===== src/rtl/fifo_wr_arbiter.sv =====
// Round-robin arbiter sharing one async-FIFO write port among NREQ requesters.
// Optional per-requester ack statistics when FIFO_ARB_STATS_EN is defined.
module fifo_wr_arbiter #(
  parameter int unsigned NREQ      = 4,
  parameter int unsigned DWIDTH    = 8,
  parameter int unsigned MAX_BURST = 16
) (
  input  logic                     wr_clk,
  input  logic                     areset,
  input  logic [NREQ-1:0]          req,
  input  logic [NREQ-1:0]          last,
  input  logic [NREQ*DWIDTH-1:0]   data,
  output logic [NREQ-1:0]          ack,
  output logic [NREQ-1:0]          grant,
  input  logic                     fifo_full,
  output logic [DWIDTH-1:0]        fifo_datain,
  output logic                     fifo_write,
  output logic                     busy
`ifdef FIFO_ARB_STATS_EN
  ,
  input  logic [$clog2(NREQ)-1:0]  stat_sel,
  input  logic                     stat_clr,
  output logic [15:0]              stat_count
`endif
);

  localparam int unsigned IW = $clog2(NREQ);
  localparam logic [7:0] CntLast = 8'(MAX_BURST - 1);

  typedef enum logic [0:0] {StIdle, StBurst} state_e;

  state_e            state_q, state_d;
  logic [NREQ-1:0]   grant_q, grant_d;
  logic [IW-1:0]     ptr_q, ptr_d;
  logic [7:0]        cnt_q, cnt_d;
  logic              busy_q, busy_d;

  logic [IW-1:0]     gidx;
  logic [IW-1:0]     ptr_rel;
  logic [NREQ-1:0]   next_oh;
  logic              req_g, last_g, xfer, drop, rel;

  // First set candidate at or after start, searching upward with wrap.
  function automatic logic [NREQ-1:0] pick(input logic [NREQ-1:0] cand,
                                           input logic [IW-1:0]   start);
    logic [NREQ-1:0] oh;
    int idx;
    oh = '0;
    for (int k = 0; k < int'(NREQ); k++) begin
      idx = (int'(start) + k) % int'(NREQ);
      if (oh == '0 && cand[idx]) oh[idx] = 1'b1;
    end
    return oh;
  endfunction

  always_comb begin
    gidx        = '0;
    fifo_datain = '0;
    for (int i = 0; i < int'(NREQ); i++) begin
      if (grant_q[i]) begin
        gidx        = IW'(i);
        fifo_datain = fifo_datain | data[i*DWIDTH +: DWIDTH];
      end
    end
  end

  assign ack        = grant_q & req & {NREQ{~fifo_full}};
  assign fifo_write = |ack;
  assign grant      = grant_q;
  assign busy       = busy_q;

  assign req_g   = |(grant_q & req);
  assign last_g  = |(grant_q & last);
  assign xfer    = fifo_write;
  assign drop    = ~req_g;
  assign rel     = drop | (xfer & (last_g | (cnt_q == CntLast)));
  assign ptr_rel = (gidx == IW'(NREQ - 1)) ? '0 : gidx + IW'(1);
  // A withdrawn requester is excluded so it cannot win its own handover.
  assign next_oh = pick(req & ~(drop ? grant_q : '0),
                        (state_q == StIdle) ? ptr_q : ptr_rel);

  always_comb begin
    state_d = state_q;
    grant_d = grant_q;
    ptr_d   = ptr_q;
    cnt_d   = cnt_q;
    busy_d  = busy_q;
    unique case (state_q)
      StIdle: begin
        if (|req) begin
          grant_d = next_oh;
          cnt_d   = '0;
          busy_d  = 1'b1;
          state_d = StBurst;
        end
      end
      StBurst: begin
        if (xfer) cnt_d = cnt_q + 8'd1;
        if (rel) begin
          ptr_d = ptr_rel;
          cnt_d = '0;
          if (|next_oh) begin
            grant_d = next_oh;
          end else begin
            grant_d = '0;
            busy_d  = 1'b0;
            state_d = StIdle;
          end
        end
      end
      default: state_d = StIdle;
    endcase
  end

  always_ff @(posedge wr_clk or posedge areset) begin
    if (areset) begin
      state_q <= StIdle;
      grant_q <= '0;
      ptr_q   <= '0;
      cnt_q   <= '0;
      busy_q  <= 1'b0;
    end else begin
      state_q <= state_d;
      grant_q <= grant_d;
      ptr_q   <= ptr_d;
      cnt_q   <= cnt_d;
      busy_q  <= busy_d;
    end
  end

`ifdef FIFO_ARB_STATS_EN
  logic [15:0] stat_q [NREQ];
  logic [15:0] stat_count_q;

  always_ff @(posedge wr_clk or posedge areset) begin
    if (areset) begin
      for (int i = 0; i < int'(NREQ); i++) stat_q[i] <= '0;
      stat_count_q <= '0;
    end else begin
      for (int i = 0; i < int'(NREQ); i++) begin
        if (stat_clr) stat_q[i] <= '0;
        else if (ack[i] && stat_q[i] != 16'hFFFF) stat_q[i] <= stat_q[i] + 16'd1;
      end
      stat_count_q <= (int'(stat_sel) < int'(NREQ)) ? stat_q[stat_sel] : '0;
    end
  end

  assign stat_count = stat_count_q;
`endif

endmodule


===== config.mk =====
export PLATFORM = sky130hd
export DESIGN_NAME = fifo_wr_arbiter
export DESIGN_NICKNAME = d
export VERILOG_FILES = /design/src/rtl/fifo_wr_arbiter.sv
export SDC_FILE = /design/constraint.sdc
export NUM_CORES = 1
export LEC_CHECK = 0
export CAP_MARGIN = 20
export CORE_MARGIN = 3
export CORE_UTILIZATION = 45
export CTS_CLUSTER_DIAMETER = 60
export DETAILED_ROUTE_END_ITERATION = 16
export GPL_ROUTABILITY_DRIVEN = 0
export GPL_TIMING_DRIVEN = 0
export PLACE_DENSITY = 0.81
export REMOVE_ABC_BUFFERS = 1
export SLEW_MARGIN = 20
export SYNTH_ARGS = -nofsm -noshare
export SYNTH_HDL_FRONTEND = slang
export SYNTH_SLANG_ARGS = --single-unit

===== constraint.sdc =====
create_clock -name wr_clk -period 3.51 [get_ports wr_clk]
set_input_delay 0.702 -clock wr_clk [delete_from_list [all_inputs] [get_ports wr_clk]]
set_output_delay 0.702 -clock wr_clk [all_outputs]
set_load 0.02 [all_outputs]

==> results.ini <==
[timing]
slew_violations = 0
min_period_ns = 3.20
max_freq_mhz = 313
finalHoldViolations = 0
max_slew.worst_pin.slew_ns = 0.886
rsz0062_at_grt = false
finalCritPeriodShare = 0.911
max-slew-margin-rel = 0.407
skew_ns = 0.0125
setup-violations-final = 0
fin_tns_setup_ns = 0

[cts]
holdBufCountCts = 0
cts_num_sinks = 16
htreeDepth = 1
cts.path.max_buffers = 2
cts_root_buf = clkbuf_4
cts_setup_buffers = 0
cts_tree = built
cts_buffers = 3
clk_pin_slew_worst_paths_ns = 0.08
post_cts_resized = 0
worst_skew_pair.late_latency_ns = 0.29

[place]
port_buffers = 60
post-dp-hpwl_um = 3620
placed_cell_area_um2 = 2250

[worst_setup_path]
crit_arrival_ns = 3.38
cp_max_fo = 15
crit_slowest_cell = mux4_1
critPathBufInv = 0
r2r_end = grant[2]
ff2ff_setup_slack_ns = 0.31
end_kind = register
path_depth = 8
critPathLaunch = grant[3]
cp-endpoint = grant[2]
max_stage_delay_ns = 0.67
crit_type = reg -> reg
critical_path.reg2reg.startpoint = grant[3]
worstRegToRegCells = 8
cp-start-kind = register
crit_family = compound AO/OA/AOI/OAI gates
path_cells = nand2b_2 > o22a_2 > ha_1 > mux4_1 > o31a_1 > a22oi_2 > nand3_1 > o32ai_1
cp.required_ns = 3.69

[pwr]
p_sw_frac = 0.533
internal-power_mw = 1.08
power_frac_comb = 0.794
ir_drop_v = 0.000647
leakage_nw = 0.927
pwr-share-seq = 0.165
power_per_cell_area_nw_per_um2 = 1020
clkPwrFrac = 0.041
switchingPower_mw = 1.24

[global_routing]
antenna_found_initial = 0
grt_max_degree = 17
grt_pass1_wl_um = 7620
track_usage = 0.218
grt_overflow = 0
grt_pass1_vias = 1679

[synth]
post_synth.cell_area_avg_um2 = 8.05
synth.distinct_cells = 50
yosysTopAreaCell = dfrtp_1
synth_flop_cell = dfrtp_1
ys_warn_count = 0
ys_ff_latch = 16
netlist_area_um2 = 1630
synth-simple-area-share = 0.241
synth_common_cells = 26 x nand2_1, 21 x nor2_1, 19 x a22oi_1, 16 x dfrtp_1, 13 x o21ai_0
synth_top_area_frac = 0.246
synth_compound_area_frac = 0.362
synthesis.instances = 202
synth_top_family_by_area = compound AO/OA/AOI/OAI gates
synth_async_sr_flop_share = 1.00
synth_fa_ha_area_frac = 0.0615
synth_mux_area_frac = 0.0392
synth-seq-area-share = 0.246
synth_xor_xnor_area_share = 0.0108
synth-edff-count = 0
synth_most_common_cell = nand2_1
synth_area_leaders = dfrtp_1 25%, a22oi_1 8.8%, ha_1 6.2%, nand2_1 6.0%, nor2_1 4.8%

[floorplan]
die-area_um2 = 4370
initial_core_util = 0.476
pin_count = 61
num_rows = 21
die_height_um = 66.1
core_area_um2 = 3420
die_w_um = 66.1

[final_layout]
syn2layout_area_growth_pct = 40.0
fin_area_um2 = 2280
diodes = 0
fin_util = 0.667
drive_gt1_frac = 0.0739
nNetsFinal = 310

[drt]
viasPerCell = 6.03
ant_nets = 0
vias = 1828
first_pass_iters = 4
drt-initial-drc-count = 66
drt-total-wl_um = 4580
wire_per_inst_um = 15.1
drc = 0

[outcome]
outcome = finished clean

[hold_path]
hp-class = reg -> reg

[run]
cap_violations = 0

## worst min-delay path, stage by stage (launching register included)
cell and delay [ns]:
dfrtp_1 0.36, nand2_1 0.05, o31ai_1 0.06
## cells by family after synthesis
logic type,count (synthesis)
simple gates,81
compound gates,76
buf+inv,16
flops,16
fa+ha+maj,8
mux,3
xor+xnor,2
## flip-flops by register name, summed over array words and instances (netlist names)
signal / count
busy: 1
cnt_q: 8
grant: 4
ptr_q: 2
state_q: 1
## per-layer routing
layer,share of wire,track usage
met5,0,0
met1,0.42,0.278
met2,0.44,0.362
met3,0.13,0.0612
met4,0.0098,0.0558
## per-stage QoR
step	setup slack (ns)	hold slack, ns	std cells	power [mW]
2_1_floorplan	0.545	0.449	194	1.68
3_3_place_gp	0.307	0.464	300	2.18
3_5_place_dp	0.266	0.473	300	2.21
4_1_cts	0.241	0.497	303	2.31
5_1_grt	0.0107	0.534	303	2.56
6_report	0.311	0.496	303	2.32
## power by group through the flow
stage	combinational [mW]	clock, mW	sequential, mW
3_5_place_dp	1.83	0	0.382
6_report	1.84	0.0957	0.382
4_1_cts	1.83	0.0987	0.379
5_1_grt	2.05	0.106	0.396
3_3_place_gp	1.80	0	0.382
2_1_floorplan	1.31	0	0.374
## how the worst min path moves through the flow
stage / start / end / slack, ns / cells past startpoint
2_1_floorplan: ptr_q[1] / ptr_q[1] / 0.45 / 2
3_3_place_gp: ptr_q[1] / ptr_q[1] / 0.46 / 2
3_5_place_dp: ptr_q[1] / ptr_q[1] / 0.47 / 2
4_1_cts: ptr_q[1] / ptr_q[1] / 0.50 / 2
5_1_grt: ptr_q[1] / ptr_q[1] / 0.53 / 2
6_report: ptr_q[1] / ptr_q[1] / 0.50 / 2
## placed cells by master, fill, tap and decap left out, drive strengths merged, types with 6 or more instances in the layout
| cell | instances |
|---|---|
| clkdlybuf4s50 | 60 |
| nand2 | 26 |
| nor2 | 21 |
| a22oi | 20 |
| dfrtp | 16 |
| o21ai | 14 |
| ha | 8 |
| inv | 8 |
| and3 | 6 |
| o211ai | 6 |
| nand2b | 6 |
## area by class of cell
type / count / area [um^2]
sequential: 16 / 402
multi-input combinational: 170 / 1160
clock buffer: 3 / 22.5
inverter: 8 / 32.5
timing repair buffer: 60 / 601
fill: 307 / 1140
tap: 46 / 57.6
No activity file was read; power rests on OpenSTA's default activity.
